### config.mk
export PLATFORM = sky130hd
export DESIGN_NAME = apb_timer_slave
export DESIGN_NICKNAME = d
export VERILOG_FILES = /design/src/rtl/apb_periph_pkg.sv /design/src/rtl/apb_slave_if.sv /design/src/rtl/apb_timer_slave.sv
export SDC_FILE = /design/constraint.sdc
export NUM_CORES = 1
export LEC_CHECK = 0
export ABC_AREA = 1
export CAP_MARGIN = 25
export CORE_UTILIZATION = 30
export CTS_CLUSTER_DIAMETER = 60
export DETAILED_ROUTE_END_ITERATION = 16
export PLACE_DENSITY_LB_ADDON = 0.05
export SYNTH_ARGS = -nofsm -noshare
export SYNTH_HDL_FRONTEND = slang
export SYNTH_SLANG_ARGS = --single-unit
### constraint.sdc
create_clock -name Hclk -period 6.06 [get_ports Hclk]
set_input_delay 1.212 -clock Hclk [delete_from_list [all_inputs] [get_ports Hclk]]
set_output_delay 1.212 -clock Hclk [all_outputs]
set_load 0.02 [all_outputs]
### src/rtl/apb_periph_pkg.sv
// Shared register map and field layout for the APB peripherals
// hanging off the AHB-to-APB bridge.
package apb_periph_pkg;

   localparam logic [2:0] ADDR_CTRL   = 3'd0;
   localparam logic [2:0] ADDR_LOAD   = 3'd1;
   localparam logic [2:0] ADDR_COUNT  = 3'd2;
   localparam logic [2:0] ADDR_STATUS = 3'd3;
   localparam logic [2:0] ADDR_PRE    = 3'd4;

   localparam int CTRL_EN    = 0;
   localparam int CTRL_AUTO  = 1;
   localparam int CTRL_IRQEN = 2;
   localparam int CTRL_W     = 3;

   // Last field is bit 0, so the layout matches CTRL_EN/AUTO/IRQEN.
   typedef struct packed {
      logic irqen;
      logic auto_rl;
      logic en;
   } timer_ctrl_t;

   typedef enum logic [1:0] {
      PH_IDLE,
      PH_SETUP,
      PH_ACCESS
   } apb_phase_e;

   function automatic apb_phase_e apb_phase(
      input logic sel,
      input logic penable
   );
      if (!sel)
         return PH_IDLE;
      else if (!penable)
         return PH_SETUP;
      else
         return PH_ACCESS;
   endfunction

endpackage

### src/rtl/apb_slave_if.sv
// Zero-wait-state APB slave front end: phase decode, register index
// and a registered read-data port loaded during the setup phase.
module apb_slave_if
   import apb_periph_pkg::*;
#(
   parameter int SEL_INDEX = 0
) (
   input  logic        Hclk,
   input  logic        Hreset,
   input  logic [2:0]  Pselx,
   input  logic        Penable,
   input  logic        Pwrite,
   input  logic [31:0] Paddr,
   input  logic [31:0] rd_data_i,
   output logic        wr_en_o,
   output logic        rd_en_o,
   output logic [2:0]  reg_idx_o,
   output logic [31:0] Prdata
);

   apb_phase_e  phase;
   logic [31:0] prdata_q;
   logic        unused_bits;

   assign phase     = apb_phase(Pselx[SEL_INDEX], Penable);
   assign rd_en_o   = (phase == PH_SETUP) && !Pwrite;
   assign wr_en_o   = (phase == PH_ACCESS) && Pwrite;
   assign reg_idx_o = Paddr[4:2];
   assign unused_bits = ^{Pselx, Paddr[31:5], Paddr[1:0]};

   // Bridge samples in the access phase; capture one cycle earlier.
   always_ff @(posedge Hclk or posedge Hreset) begin
      if (Hreset)
         prdata_q <= '0;
      else if (rd_en_o)
         prdata_q <= rd_data_i;
   end

   assign Prdata = prdata_q;

endmodule

### src/rtl/apb_timer_slave.sv
// APB down-counter timer: prescaler, one-shot or auto-reload,
// sticky EXPIRED flag and a registered level interrupt.
module apb_timer_slave
   import apb_periph_pkg::*;
#(
   parameter int SEL_INDEX = 0,
   parameter int CNT_W     = 32,
   parameter int PRE_W     = 16
) (
   input  logic        Hclk,
   input  logic        Hreset,
   input  logic [2:0]  Pselx,
   input  logic        Penable,
   input  logic        Pwrite,
   input  logic [31:0] Paddr,
   input  logic [31:0] Pwdata,
   output logic [31:0] Prdata,
   output logic        Tirq
);

   logic        wr_en;
   logic        rd_en;
   logic [2:0]  reg_idx;
   logic [31:0] rd_data;

   timer_ctrl_t      ctrl_q, ctrl_d;
   logic [CNT_W-1:0] load_q, load_d;
   logic [CNT_W-1:0] count_q, count_d;
   logic [PRE_W-1:0] pre_q, pre_d;
   logic [PRE_W-1:0] precnt_q, precnt_d;
   logic             expired_q, expired_d;
   logic             tirq_q;

   logic wr_ctrl, wr_load, wr_status, wr_pre;
   logic en_rise, run, tick;

   apb_slave_if #(
      .SEL_INDEX(SEL_INDEX)
   ) u_if (
      .Hclk      (Hclk),
      .Hreset    (Hreset),
      .Pselx     (Pselx),
      .Penable   (Penable),
      .Pwrite    (Pwrite),
      .Paddr     (Paddr),
      .rd_data_i (rd_data),
      .wr_en_o   (wr_en),
      .rd_en_o   (rd_en),
      .reg_idx_o (reg_idx),
      .Prdata    (Prdata)
   );

   always_comb begin
      wr_ctrl   = wr_en && (reg_idx == ADDR_CTRL);
      wr_load   = wr_en && (reg_idx == ADDR_LOAD);
      wr_status = wr_en && (reg_idx == ADDR_STATUS);
      wr_pre    = wr_en && (reg_idx == ADDR_PRE);
   end

   always_comb begin
      ctrl_d    = ctrl_q;
      load_d    = load_q;
      pre_d     = pre_q;
      count_d   = count_q;
      precnt_d  = precnt_q;
      expired_d = expired_q;

      if (wr_ctrl)
         ctrl_d = timer_ctrl_t'(Pwdata[CTRL_W-1:0]);
      if (wr_load)
         load_d = Pwdata[CNT_W-1:0];
      if (wr_pre)
         pre_d = Pwdata[PRE_W-1:0];

      en_rise = wr_ctrl && Pwdata[CTRL_EN] && !ctrl_q.en;
      // A same-cycle CTRL write that drops EN suppresses the tick.
      run  = ctrl_q.en && ctrl_d.en;
      tick = run && (precnt_q == pre_q);

      if (!run || tick)
         precnt_d = '0;
      else
         precnt_d = precnt_q + PRE_W'(1);

      if (wr_status && Pwdata[0])
         expired_d = 1'b0;

      if (en_rise) begin
         count_d = load_q;
      end else if (tick) begin
         if (count_q != '0) begin
            count_d = count_q - CNT_W'(1);
         end else begin
            expired_d = 1'b1;
            if (ctrl_d.auto_rl)
               count_d = load_q;
            else
               ctrl_d.en = 1'b0;
         end
      end
   end

   always_comb begin
      rd_data = '0;
      if (rd_en) begin
         case (reg_idx)
            ADDR_CTRL:   rd_data[CTRL_W-1:0] = ctrl_q;
            ADDR_LOAD:   rd_data[CNT_W-1:0]  = load_q;
            ADDR_COUNT:  rd_data[CNT_W-1:0]  = count_q;
            ADDR_STATUS: rd_data[0]          = expired_q;
            ADDR_PRE:    rd_data[PRE_W-1:0]  = pre_q;
            default:     rd_data             = '0;
         endcase
      end
   end

   always_ff @(posedge Hclk or posedge Hreset) begin
      if (Hreset) begin
         ctrl_q    <= '0;
         load_q    <= '0;
         pre_q     <= '0;
         count_q   <= '0;
         precnt_q  <= '0;
         expired_q <= 1'b0;
         tirq_q    <= 1'b0;
      end else begin
         ctrl_q    <= ctrl_d;
         load_q    <= load_d;
         pre_q     <= pre_d;
         count_q   <= count_d;
         precnt_q  <= precnt_d;
         expired_q <= expired_d;
         tirq_q    <= expired_q && ctrl_q.irqen;
      end
   end

   assign Tirq = tirq_q;

endmodule

# Word level (Yosys, flattened, before mapping)
# Cells that the tools add are included.
op_classes:
  eq_ne: 7
  mux: 20
  reduce_logical: 21
  n_addsub: 2
op_table:
  columns: ["cell", "count"]
  rows:
  - ["$mux 32", 4]
  - ["$pmux 13 s3", 1]
  - ["$pmux 16 s2", 1]
  - ["$reduce_bool 32->1", 1]
  - ["$sub 32x1->32 const B", 1]
  - ["$add 16x1->16 const B", 1]
  - ["$eq 16x16->1", 1]
  - ["$mux 16", 1]
  - ["$logic_and 1x1->1", 12]
  - ["$mux 1", 8]
  - ["$pmux 2 s4", 1]
  - ["$eq 3x2->1 const B", 2]
  - ["$mux 2", 3]
  - ["$pmux 1 s5", 1]
  - ["$eq 3x1->1 const B", 1]
  - ["$eq 3x3->1 const B", 1]
  - ["$logic_not 1->1", 3]
  - ["$logic_not 3->1", 1]
  - ["$reduce_bool 3->1", 1]
  - ["$eq 2x1->1 const B", 1]
  - ["$eq 2x2->1 const B", 1]
  - ["$reduce_and 2->1", 1]
  - ["$reduce_bool 2->1", 1]
  - ["$logic_or 1x1->1", 1]
totals:
  wordCells: 60
  output_inout_bits: 33
  ff_bits: 133
  in_bits: 71

# Depth between registers and ports, before layout
# Gate-level depths: netlist (run 1).
depth:
  depth_word: 10
  mapped_depth: 13
  ltp_nobuf: 12

# By module
# A second synthesis (run 1) with hierarchy kept.
hier_totals:
  cells_unflattened: 1075
  area_unflattened_um2: 7627.3
modules_own_cells:
  columns: ["mod", "cells_each", "seq_area_each_um2", "instances", "area_each_um2"]
  rows:
  - ["apb_timer_slave", 924, 2527.4, 1, 6234.7]
  - ["apb_slave_if", 151, 800.8, 1, 1392.6]

# Worst setup path before layout (run 1)
# Ideal clock, no wire load.
synth_timing:
  path_kind: "input port to flip-flop"
  start: "in Paddr[4]"
  end: "reg count_q[8]"
  t_required_ps: 5938
  arrival_ps: 2284
  setup_ps: 122
  setup_slack_ps: 3655
  path_stages: 11
  cell_sequence: "nor2_2 -> nand2_2 -> nor2_4 -> nand2_2 -> nor2_4 -> inv_2 -> o21ai_4 -> buf_4 -> nand2_1 -> o21ai_1 -> o21ai_1"
synth_between:
  elab_chain_len: 7
  elab_cells_between_ends: 11
synth_lines:
  columns: ["element", "line", "rtl"]
  rows:
  - ["from (decl)", "apb_timer_slave.sv:15", "input logic [31:0] Paddr,"]
  - ["$logic_not 3->1 *", "apb_timer_slave.sv:54", "wr_ctrl = wr_en && (reg_idx == ADDR_CTRL);"]
  - ["$logic_and 1x1->1 *", "apb_timer_slave.sv:54", null]
  - ["$mux 2", "apb_timer_slave.sv:68", "if (wr_ctrl)"]
  - ["$logic_and 1x1->1", "apb_timer_slave.sv:77", "run = ctrl_q.en && ctrl_d.en;"]
  - ["$logic_and 1x1->1", "apb_timer_slave.sv:78", "tick = run && (precnt_q == pre_q);"]
  - ["$reduce_bool 2->1 (no line)", null, null]
  - ["$reduce_and 2->1 (no line)", null, null]
  - ["to (signal assigned)", "apb_timer_slave.sv:130", "count_q <= count_d;"]
  - ["to (decl)", "apb_timer_slave.sv:28", "logic [CNT_W-1:0] count_q, count_d;"]
# Every way passes the cells marked *; elsewhere a longest branch is shown, timed or not.
# A chain may end at the register's enable or synchronous reset.

# Worst setup path after layout (run 1)
layout_timing:
  start: "in Paddr[4]"
  end: "reg u_if.prdata_q[1] (netlist: u_if.Prdata[1])"
layout_between:
  elab_chain_len: 2
  elab_cells_between_ends: 5
layout_lines:
  columns: ["element", "line", "rtl"]
  rows:
  - ["$eq 3x3->1 (tied with other cells)", "apb_timer_slave.sv:106", "case (reg_idx)"]
  - ["$pmux 2 s4 *", "apb_timer_slave.sv:106", null]
  - ["to (signal assigned)", "apb_slave_if.sv:36", "prdata_q <= rd_data_i;"]
  - ["to (decl)", "apb_slave_if.sv:22", "logic [31:0] prdata_q;"]
# Marks and branches as above.

==> results.md, run 1 <==
* Num Clock Sinks at 133
* Critical Path End Type: flop
* Fillers at 2484
* Residual DRC count at 0
* Post-synth ARST share at 100%
* Max-cap viol count at 0
* FF+latch count, synth at 133
* Post-DRT Antenna Nets at 0
* Relative slew slack at 34.0%
* CTS tree: built
* Final number of max-transition violations at 0
* Critical Path RT at 6.37 ns
* Synthesis Warnings at 0
* GR peak layer: met2
* Hold Path Stages at 2
* Worst setup SP type: input pin
* Total die area at 24800 um2
* Global-route wire length before repair at 34.0 mm
* GPL Wtd Cong at 0.774
* Hold EP: Tirq
* Initial antenna violation count at 0
* CP arrival at 3.86 ns
* Hold path start: ctrl_q[2]
* H-tree levels at 4
* Multi-input logic area at 3320 um2
* Grt total ovfl at 0
* DR pass1 iterations at 5
* Met1 usage in global routing at 25.2%
* Worst hold slack at 0.477 ns
* Core area at 23500 um2
* Total Power at 3.14 mW
* Worst-path maximum fanout at 18
* Post-CTS setup buffers at 0
* Post-synth EDFFs at 0
* TritonCTS Buffers at 17
* DP Wirelength at 14.3 mm
* Total GRT Usage at 18.0%
* Status: completed
* Synth cell types at 39
* Sequential area share after synthesis at 46.0%
* Row Count at 56
* Starting Density at 30.8%
* Final instance area at 8960 um2
* Drt wl/cell at 14.8 um
* Number of hold buffers added after CTS at 0
* Primary FF master, synth: dfrtp_1
* Clk_skew at 0.0106 ns
* Root Driver: clkbuf_16
* R2R Setup Slk at 3.69 ns
* Die width at 157 um
* Worst reg2reg path depth at 8
* Placed Area at 8270 um2
* CTS max path bufs at 2
* Final core occ at 38.0%
* Leak at 4.24 nW
* Final Setup Violations at 0
* Final setup TNS at 0 ns
* Clock-pin slew on the worst setup and hold paths at 0.06 ns
* Hold crit path type: reg2reg
* Pwr dens at 351 nW/um2
* Share of layout cells above drive strength 1 at 8.11%
* Worst-Margin Slew at 0.987 ns
* Fmax achieved at 282 MHz
* Vias at 6362
* DIE HEIGHT at 157 um
* RSZ-0062 raised after global routing: no
* Minimum clock period after layout at 3.54 ns
* GR Layer Usage met3 at 3.58%
* Port bufs at 72
* R2r endpoint: count_q[26]
* Via-per-instance ratio at 4.61
* # nets final at 1121
* Syn-to-layout area delta at 23.7%
* Largest net degree at the start of global routing at 99
* Met2 Use GR at 28.0%
* Syn Inst Count at 981
* VDD IR max at 0.143 mV
* Routed WL at 20.4 mm
* Clock Latency Late Sink at 0.43 ns
* Diodes inserted at 0
* Synthesized cell area at 7240 um2
* Mapped Avg Cell Area at 7.38 um2
* IO Count at 104
* Reg2reg start: count_q[11]
* Vias in the first global route at 6322
* Post-CTS Resized at 0
* Syn Nets at 1055
* FF+latch area at 3330 um2
* Crit Path Class: in2reg
* Period utilisation layout at 58.5%
* Drt initial violations at 341
* Hold Fails Final Rpt at 0
-- critical path, cell delays in order --
cell,delay (ns)
clkdlybuf4s50_1,0.54
nor2_2,0.07
nand2_1,0.61
clkinv_1,0.78
nand2_1,0.21
o2111ai_1,0.13
mux2_2,0.29
-- cell type report --
cell class | instances | share of cell area [%]
clock buffers | 18 | 4.90
inverters | 120 | 5.11
repair buffers | 78 | 8.86
clock inverters | 14 | 2.50
well taps | 319 | 4.46
multi-input cells | 697 | 37.0
flip-flops and latches | 133 | 37.2
-- layout by cell type, fill, tap and decap left out, types with 13 or more instances in the layout --
cell,instances
o21ai_0,79
o21ai_1,33
a31oi_1,16
nand2_1,322
clkdlybuf4s50_1,72
dfrtp_1,133
clkbuf_16,17
nor2_1,108
nand3_1,25
inv_1,108
nand4_1,13
-- routing by layer --
metal,routed length [um],up-vias,share of wire (%)
li1,-,3256,-
met1,10500,2976,51
met2,9040,108,44
met3,609,22,3.0
met4,269,0,1.3
met5,0,-,0
-- stage by stage --
step	setup WS (ns)	instances
after floorplan	1.29	981
after global placement	2.11	1345
after detailed placement	2.06	1346
after CTS	2.52	1378
after global routing	2.30	1379
final	2.52	1379
-- report_power, final --
group / switching (mW) / total, mW / leakage [nW] / internal [mW]
clock network: 0.430 / 1.18 / 0.309 / 0.745
registers: 0.0760 / 1.09 / 1.67 / 1.02
logic: 0.555 / 0.870 / 2.26 / 0.314
-- cells by family (layout without fill, tap and decap cells) --
kind of cell | Yosys count | in the layout | share of synthesized area, %
DFF | 133 | 133 | 46.0
and+or+nand+nor | 513 | 513 | 29.8
xor gates and xnor gates | 15 | 15 | 1.81
adders and majority gates | 3 | 3 | 0.518
muxes | 10 | 10 | 1.55
buffers and inverters | 151 | 230 | 8.47
AOI/OAI and AO/OA | 156 | 156 | 11.9
-- flip-flops by register name (all words and copies together) (netlist names) --
| name | count |
|---|---|
| Tirq | 1 |
| count_q | 32 |
| ctrl_q | 3 |
| expired_q | 1 |
| load_q | 32 |
| pre_q | 16 |
| precnt_q | 16 |
| u_if.Prdata | 32 |
-- worst max path at each step --
stage / from / to / slack (ns) / depth (start not counted)
after floorplan: Hreset / Tirq / 1.29 / 1
after global placement: Paddr[4] / u_if.Prdata[1] / 2.11 / 7
after detailed placement: Paddr[4] / u_if.Prdata[1] / 2.06 / 7
after CTS: Paddr[4] / u_if.Prdata[1] / 2.52 / 7
after global routing: Paddr[4] / u_if.Prdata[1] / 2.30 / 7
final: Paddr[4] / u_if.Prdata[1] / 2.52 / 7
-- cells in the mapped netlist (6+ instances only) --
| library cell | n | area [um2] |
|---|---|---|
| a21oi_1 | 8 | 40.0 |
| a31oi_1 | 16 | 100 |
| buf_4 | 6 | 45.0 |
| clkbuf_1 | 18 | 67.6 |
| dfrtp_1 | 133 | 3330 |
| inv_1 | 109 | 409 |
| inv_2 | 9 | 33.8 |
| mux2_2 | 10 | 113 |
| nand2_1 | 322 | 1210 |
| nand3_1 | 25 | 125 |
| nand4_1 | 13 | 81.3 |
| nor2_1 | 110 | 413 |
| nor2_2 | 8 | 50.1 |
| nor3_1 | 8 | 40.0 |
| nor3b_1 | 7 | 52.6 |
| o21ai_0 | 79 | 395 |
| o21ai_1 | 33 | 165 |
| o221ai_1 | 7 | 61.3 |
| o22ai_1 | 7 | 43.8 |
| xor2_1 | 10 | 87.6 |
(Power assumes the default switching activity.)
==> run 2, diff against run 1 <==
==> constraint.sdc (replaced) <==
create_clock -name Hclk -period 2.9 [get_ports Hclk]
set_input_delay 0.58 -clock Hclk [delete_from_list [all_inputs] [get_ports Hclk]]
set_output_delay 0.58 -clock Hclk [all_outputs]
set_load 0.02 [all_outputs]
==> run 2 against run 1 <==
Compared with the run above: register-to-register slack got worse by 2.9 ns; global-route usage decreased by 0.32 points; combinational power rose by 120%; setup slack got worse by 1.8 ns; die area is the same; clock power grew 77%; highest routed layer unchanged.
==> results.md, run 2 (synthesized netlist as in run 1, its figures left out) <==
* Fmax achieved at 463 MHz
* GPL Wtd Cong at 0.795 (+2.7%)
* Initial antenna violation count at 0 (unchanged)
* Minimum clock period after layout at 2.16 ns
* Clock share of power at 33.2% (-4.2 points)
* R2r endpoint: count_q[20]
* Hold path start: count_q[0]
* Vias at 6339 (-0.36%)
* Worst-Margin Slew at 0.537 ns (-0.450 ns)
* Sw Ratio at 34.1% (+0.34 points)
* Post-DRT Antenna Nets at 0 (unchanged)
* Sw Pwr at 2.15 mW (+100%)
* Worst reg2reg path depth at 9 (+1)
* Gate power share at 30.5% (+2.8 points)
* Port bufs at 72 (unchanged)
* Max-cap viol count at 0 (unchanged)
* Period utilisation layout at 74.5%
* DP Wirelength at 15.3 mm (+7.0%)
* Hold Path Stages at 2 (unchanged)
* Leak at 4.35 nW (+2.6%)
* Final number of max-transition violations at 0 (unchanged)
* H-tree levels at 4 (unchanged)
* Share of layout cells above drive strength 1 at 10.0% (+1.9 points)
* Clock Latency Late Sink at 0.42 ns (about the same)
* Fillers at 2517 (+1.3%)
* Final setup TNS at 0 ns (unchanged)
* Number of hold buffers added after CTS at 0 (unchanged)
* Hold Fails Final Rpt at 0 (unchanged)
* DIE HEIGHT at 157 um (unchanged)
* DR pass1 iterations at 4 (-1)
* Hold crit path type: reg2reg
* Via-per-instance ratio at 4.51 (-2.1%)
* # nets final at 1147 (+2.3%)
* Drt wl/cell at 14.5 um (-2.4%)
* Diodes inserted at 0 (unchanged)
* GR peak layer: met2
* Clock-pin slew on the worst setup and hold paths at 0.06 ns (about the same)
* Pwr dens at 691 nW/um2 (+97%)
* Relative slew slack at 64.1% (+30 points)
* Largest net degree at the start of global routing at 57 (-42%)
* Total die area at 24800 um2 (unchanged)
* Int Pwr at 4.15 mW (+100%)
* Drt initial violations at 243 (-29%)
* CP arrival at 2.46 ns (-1.40 ns)
* Num Clock Sinks at 133 (unchanged)
* Residual DRC count at 0 (unchanged)
* Routed WL at 20.3 mm (-0.65%)
* Global-route wire length before repair at 33.4 mm (-1.8%)
* Clk_skew at 0.0102 ns (-0.000377 ns)
* Final Setup Violations at 0 (unchanged)
* CTS max path bufs at 2 (unchanged)
* Final core occ at 38.7% (+0.63 points)
* Crit Path Class: in2reg
* CTS tree: built
* Status: completed
* Met1 usage in global routing at 25.1% (-0.091 points)
* Hold EP: count_q[0]
* Reg2reg start: count_q[0]
* Starting Density at 30.8% (unchanged)
* Grt total ovfl at 0 (unchanged)
* Total GRT Usage at 17.7% (-0.32 points)
* VDD IR max at 0.248 mV (+73%)
* Root Driver: clkbuf_16
* TritonCTS Buffers at 17 (unchanged)
* Sequential share of power at 36.3% (+1.4 points)
* Vias in the first global route at 6165 (-2.5%)
* Post-CTS Resized at 0 (unchanged)
* RSZ-0062 raised after global routing: no
* Most frequent cells in the layout: nand2_1 (322), dfrtp_1 (133), inv_1 (108), nor2_1 (108), o21ai_0 (79)
* Most common cell after layout, fill and taps aside: nand2_1
* Die width at 157 um (unchanged)
* Critical Path End Type: flop
* Met2 Use GR at 27.4% (-0.55 points)
* Worst setup SP type: input pin
* Syn-to-layout area delta at 25.7%
* GR Layer Usage met3 at 3.06% (-0.52 points)
* Row Count at 56 (unchanged)
* Core area at 23500 um2 (unchanged)
* R2R Setup Slk at 0.80 ns (-2.89 ns)
* Total Power at 6.30 mW (+100%)
* Worst-path maximum fanout at 23 (+5)
* IO Count at 104 (unchanged)
* Post-CTS setup buffers at 0 (unchanged)
* Critical Path RT at 3.20 ns (-3.17 ns)
-- run 2: cell type report --
type | instances | area, um2 | area share, %
clock inverters | 11 | 110 | 1.21
clock buffers | 20 | 447 | 4.91
repair buffers | 104 | 1050 | 11.5
inverters | 120 | 457 | 5.02
multi-input cells | 697 | 3320 | 36.4
well taps | 319 | 399 | 4.38
flip-flops and latches | 133 | 3330 | 36.6
-- run 2: routing by layer --
layer	part of all wire (%)	up-vias	wire length (um)
met1	51	2945	10400
met3	2.6	17	533
met4	1.2	0	234
met5	0	-	0
met2	45	76	9080
li1	-	3301	-
-- run 2: how the worst max path moves through the flow --
stage	cells after the start	endpoint	from	slack, ns
after detailed placement	12	count_q[17]	Paddr[4]	0.28
after global placement	12	count_q[15]	Paddr[4]	0.29
after global routing	9	count_q[20]	count_q[0]	0.56
final	12	count_q[17]	Paddr[4]	0.74
after floorplan	1	Tirq	Hreset	0.67
after CTS	12	count_q[17]	Paddr[4]	0.72
-- run 2: power groups by stage --
stage	clock (mW)	combinational, mW	sequential (mW)
4_1_cts	2.14	1.96	2.29
5_1_grt	2.23	2.18	2.32
3_5_place_dp	0	1.95	2.32
6_report	2.09	1.92	2.29
2_1_floorplan	0	1.20	2.38
3_3_place_gp	0	1.95	2.32
-- run 2: critical path: stages --
cell and delay (ns):
clkdlybuf4s50_1 0.54, nor2_2 0.07, nand2_2 0.11, nor2_4 0.06
a21oi_1 0.19, buf_4 0.17, nand3_2 0.15, nand2_4 0.11
nand2_4 0.14, buf_12 0.20, nand2_1 0.06, o21ai_1 0.06
-- run 2: through the flow --
step	std cells	area, um2	setup WS, ns	hold slack (ns)
after global routing	1404	9100	0.562	0.510
final	1404	9100	0.740	0.480
after floorplan	981	7250	0.669	0.436
after global placement	1373	8550	0.285	0.465
after detailed placement	1373	8550	0.279	0.464
after CTS	1404	9100	0.724	0.483
==> run 3, diff against run 2 <==
==> constraint.sdc (replaced) <==
create_clock -name Hclk -period 1.7 [get_ports Hclk]
set_input_delay 0.34 -clock Hclk [delete_from_list [all_inputs] [get_ports Hclk]]
set_output_delay 0.34 -clock Hclk [all_outputs]
set_load 0.02 [all_outputs]
==> run 3 against run 2 <==
Compared with the run above: the run now ends with setup timing left; combinational power is 130% higher; critical path depth stayed put; clock power is 79% higher; clock skew increased by 0.0042 ns; power rose by 92%; global-route usage increased by 1.7 points; first-iteration DRC count rose by 34%; sequential cell count stayed put; cell count rose by 11%; core utilization is 7.9 points higher; critical endpoint is now count_q[8]; largest cell class is now multi-input gates.
==> results.md, run 3 (synthesized netlist as in run 1, its figures left out) <==
* Status: complete, but fails checks
* Failing checks: setup timing
* Worst-Margin Slew at 0.517 ns (-0.0194 ns)
* Placed Area at 9570 um2 (+12%)
* Grt total ovfl at 0 (unchanged)
* Crit Path Class: reg2reg
* Critical Path End Type: flop
* TritonCTS Buffers at 17 (unchanged)
* VDD IR max at 0.581 mV (+130%)
* Critical Path RT at 2.01 ns (-1.19 ns)
* Final instance area at 11000 um2 (+20%)
* # nets final at 1305 (+14%)
* Worst setup SP type: flop
* Root Driver: clkbuf_16
* Drt wl/cell at 14.7 um (+1.9%)
* Relative slew slack at 65.5% (+1.3 points)
* Initial antenna violation count at 0 (unchanged)
* Core area at 23500 um2 (unchanged)
* Syn-to-layout area delta at 51.3%
* Most common cell after layout, fill and taps aside: nand2_1
* Setup ws final at -0.119 ns (-0.859 ns)
* Vias at 7074 (+12%)
* Vias in the first global route at 6848 (+11%)
* CP arrival at 2.13 ns (-0.33 ns)
* Port bufs at 72 (unchanged)
* Via-per-instance ratio at 4.53 (+0.24%)
* Final number of max-transition violations at 0 (unchanged)
* Total die area at 24800 um2 (unchanged)
* Final setup TNS at -2.59 ns (-2.59 ns)
* Reg2reg start: count_q[0]
* Number of hold buffers added after CTS at 0 (unchanged)
* R2R Setup Slk at -0.12 ns (-0.92 ns)
* CTS tree: built
* Most frequent cells in the layout: nand2_1 (286), buf_4 (157), dfrtp_1 (130), inv_1 (105), nor2_1 (85)
* H-tree levels at 4 (unchanged)
* DIE HEIGHT at 157 um (unchanged)
* Starting Density at 30.8% (unchanged)
* GPL Wtd Cong at 0.812 (+2.2%)
* Drt initial violations at 325 (+34%)
* Global-route wire length before repair at 36.7 mm (+9.9%)
* Final Setup Violations at 37 (+37)
* Die width at 157 um (unchanged)
* RSZ-0062 raised after global routing: yes
* Largest net degree at the start of global routing at 86 (+51%)
* Residual DRC count at 0 (unchanged)
* Hold crit path type: in2async
* Leak at 5.41 nW (+24%)
* Fmax achieved at 550 MHz
* Routed WL at 23.0 mm (+13%)
* DP Wirelength at 16.0 mm (+4.2%)
* Clock Latency Late Sink at 0.43 ns (about the same)
* Pwr dens at 1100 nW/um2 (+60%)
* Minimum clock period after layout at 1.82 ns
* Hold Fails Final Rpt at 0 (unchanged)
* Share of layout cells above drive strength 1 at 28.9% (+19 points)
* Num Clock Sinks at 133 (unchanged)
* Row Count at 56 (unchanged)
* Clock-pin slew on the worst setup and hold paths at 0.07 ns (about the same)
* Clk_skew at 0.0144 ns (+0.00423 ns)
* Period utilisation layout at 107%
* CTS max path bufs at 2 (unchanged)
* IO Count at 104 (unchanged)
* Setup crit start: count_q[0]
* Worst hold slack at 0.357 ns (-0.122 ns)
* Max-cap viol count at 0 (unchanged)
* Post-DRT Antenna Nets at 0 (unchanged)
* Final core occ at 46.5% (+7.9 points)
* Total GRT Usage at 19.4% (+1.7 points)
* Worst-path maximum fanout at 6 (-74%)
* DR pass1 iterations at 5 (+1)
* Diodes inserted at 0 (unchanged)
[run 3: cell count changes in the layout (fill, tap and decap cells not counted), moves of 7 or more]
cell,previous run,this run
buf_6,0,7
buf_12,7,16
buf_4,25,157
nand2_1,322,286
dlygate4sd2_1,0,33
nor2_1,108,85
clkdlybuf4s50_1,72,39
nor2_2,9,26
nand2_2,3,32
nor2_4,6,14
[run 3: area by class of cell]
cell class,count,area (um2)
fill,2555,12600
multi-input combinational,699,3740
sequential,133,3330
timing repair buffer,260,2450
inverter,120,459
clock buffer,18,429
tap,319,399
clock inverter,14,153
[run 3: report_power, final]
part | leakage (nW) | total [mW] | internal, mW | switching, mW
logic | 3.47 | 4.48 | 1.99 | 2.50
registers | 1.67 | 3.88 | 3.63 | 0.248
clock network | 0.273 | 3.74 | 2.17 | 1.57
[run 3: stage by stage]
step	cells	worst slack (ns)	total power [mW]
finish	1563	-0.119	12.1
global route	1563	-0.207	12.9
CTS	1553	-0.116	11.8
detailed placement	1496	-0.503	7.79
global placement	1496	-0.484	7.79
floorplan	981	-0.291	6.12
[run 3: path summary, 6_finish.rpt]
check	endpoint	depth (start not counted)
min in group Hclk	load_q[29]	3
setup reg to reg	count_q[8]	12
hold reg to reg	Tirq	2
max in group asynchronous	count_q[15]	3
setup / recovery	count_q[8]	12
hold / removal	precnt_q[1]	3
[run 3: what timing repair did]
action,in CTS,in global routing
endpoints found under the setup margin,71,49
setup buffers,21,9
gates cloned,5,3
pin swaps,16,26
gates resized for setup,89,81
[run 3: worst max-delay path, stage by stage (launching register included)]
cell and delay (ns):
dfrtp_1 0.40, inv_2 0.12, ha_4 0.14, nand2_1 0.04, nor2_1 0.10, nand3_1 0.11, buf_6 0.13, o21ai_4 0.19
buf_6 0.16, buf_16 0.12, nand2_1 0.05, o21ai_1 0.07, o21ai_1 0.06
[run 3: layer usage]
layer  routed length, um  share of wire, %  up-vias  GRT usage, %
met5                   0                 0        -             0
met4                 175              0.76        0          4.99
met3                 774               3.4        9          3.30
met2               10400                45      110          30.4
met1               11700                51     3313          27.5
li1                    -                 -     3642             -
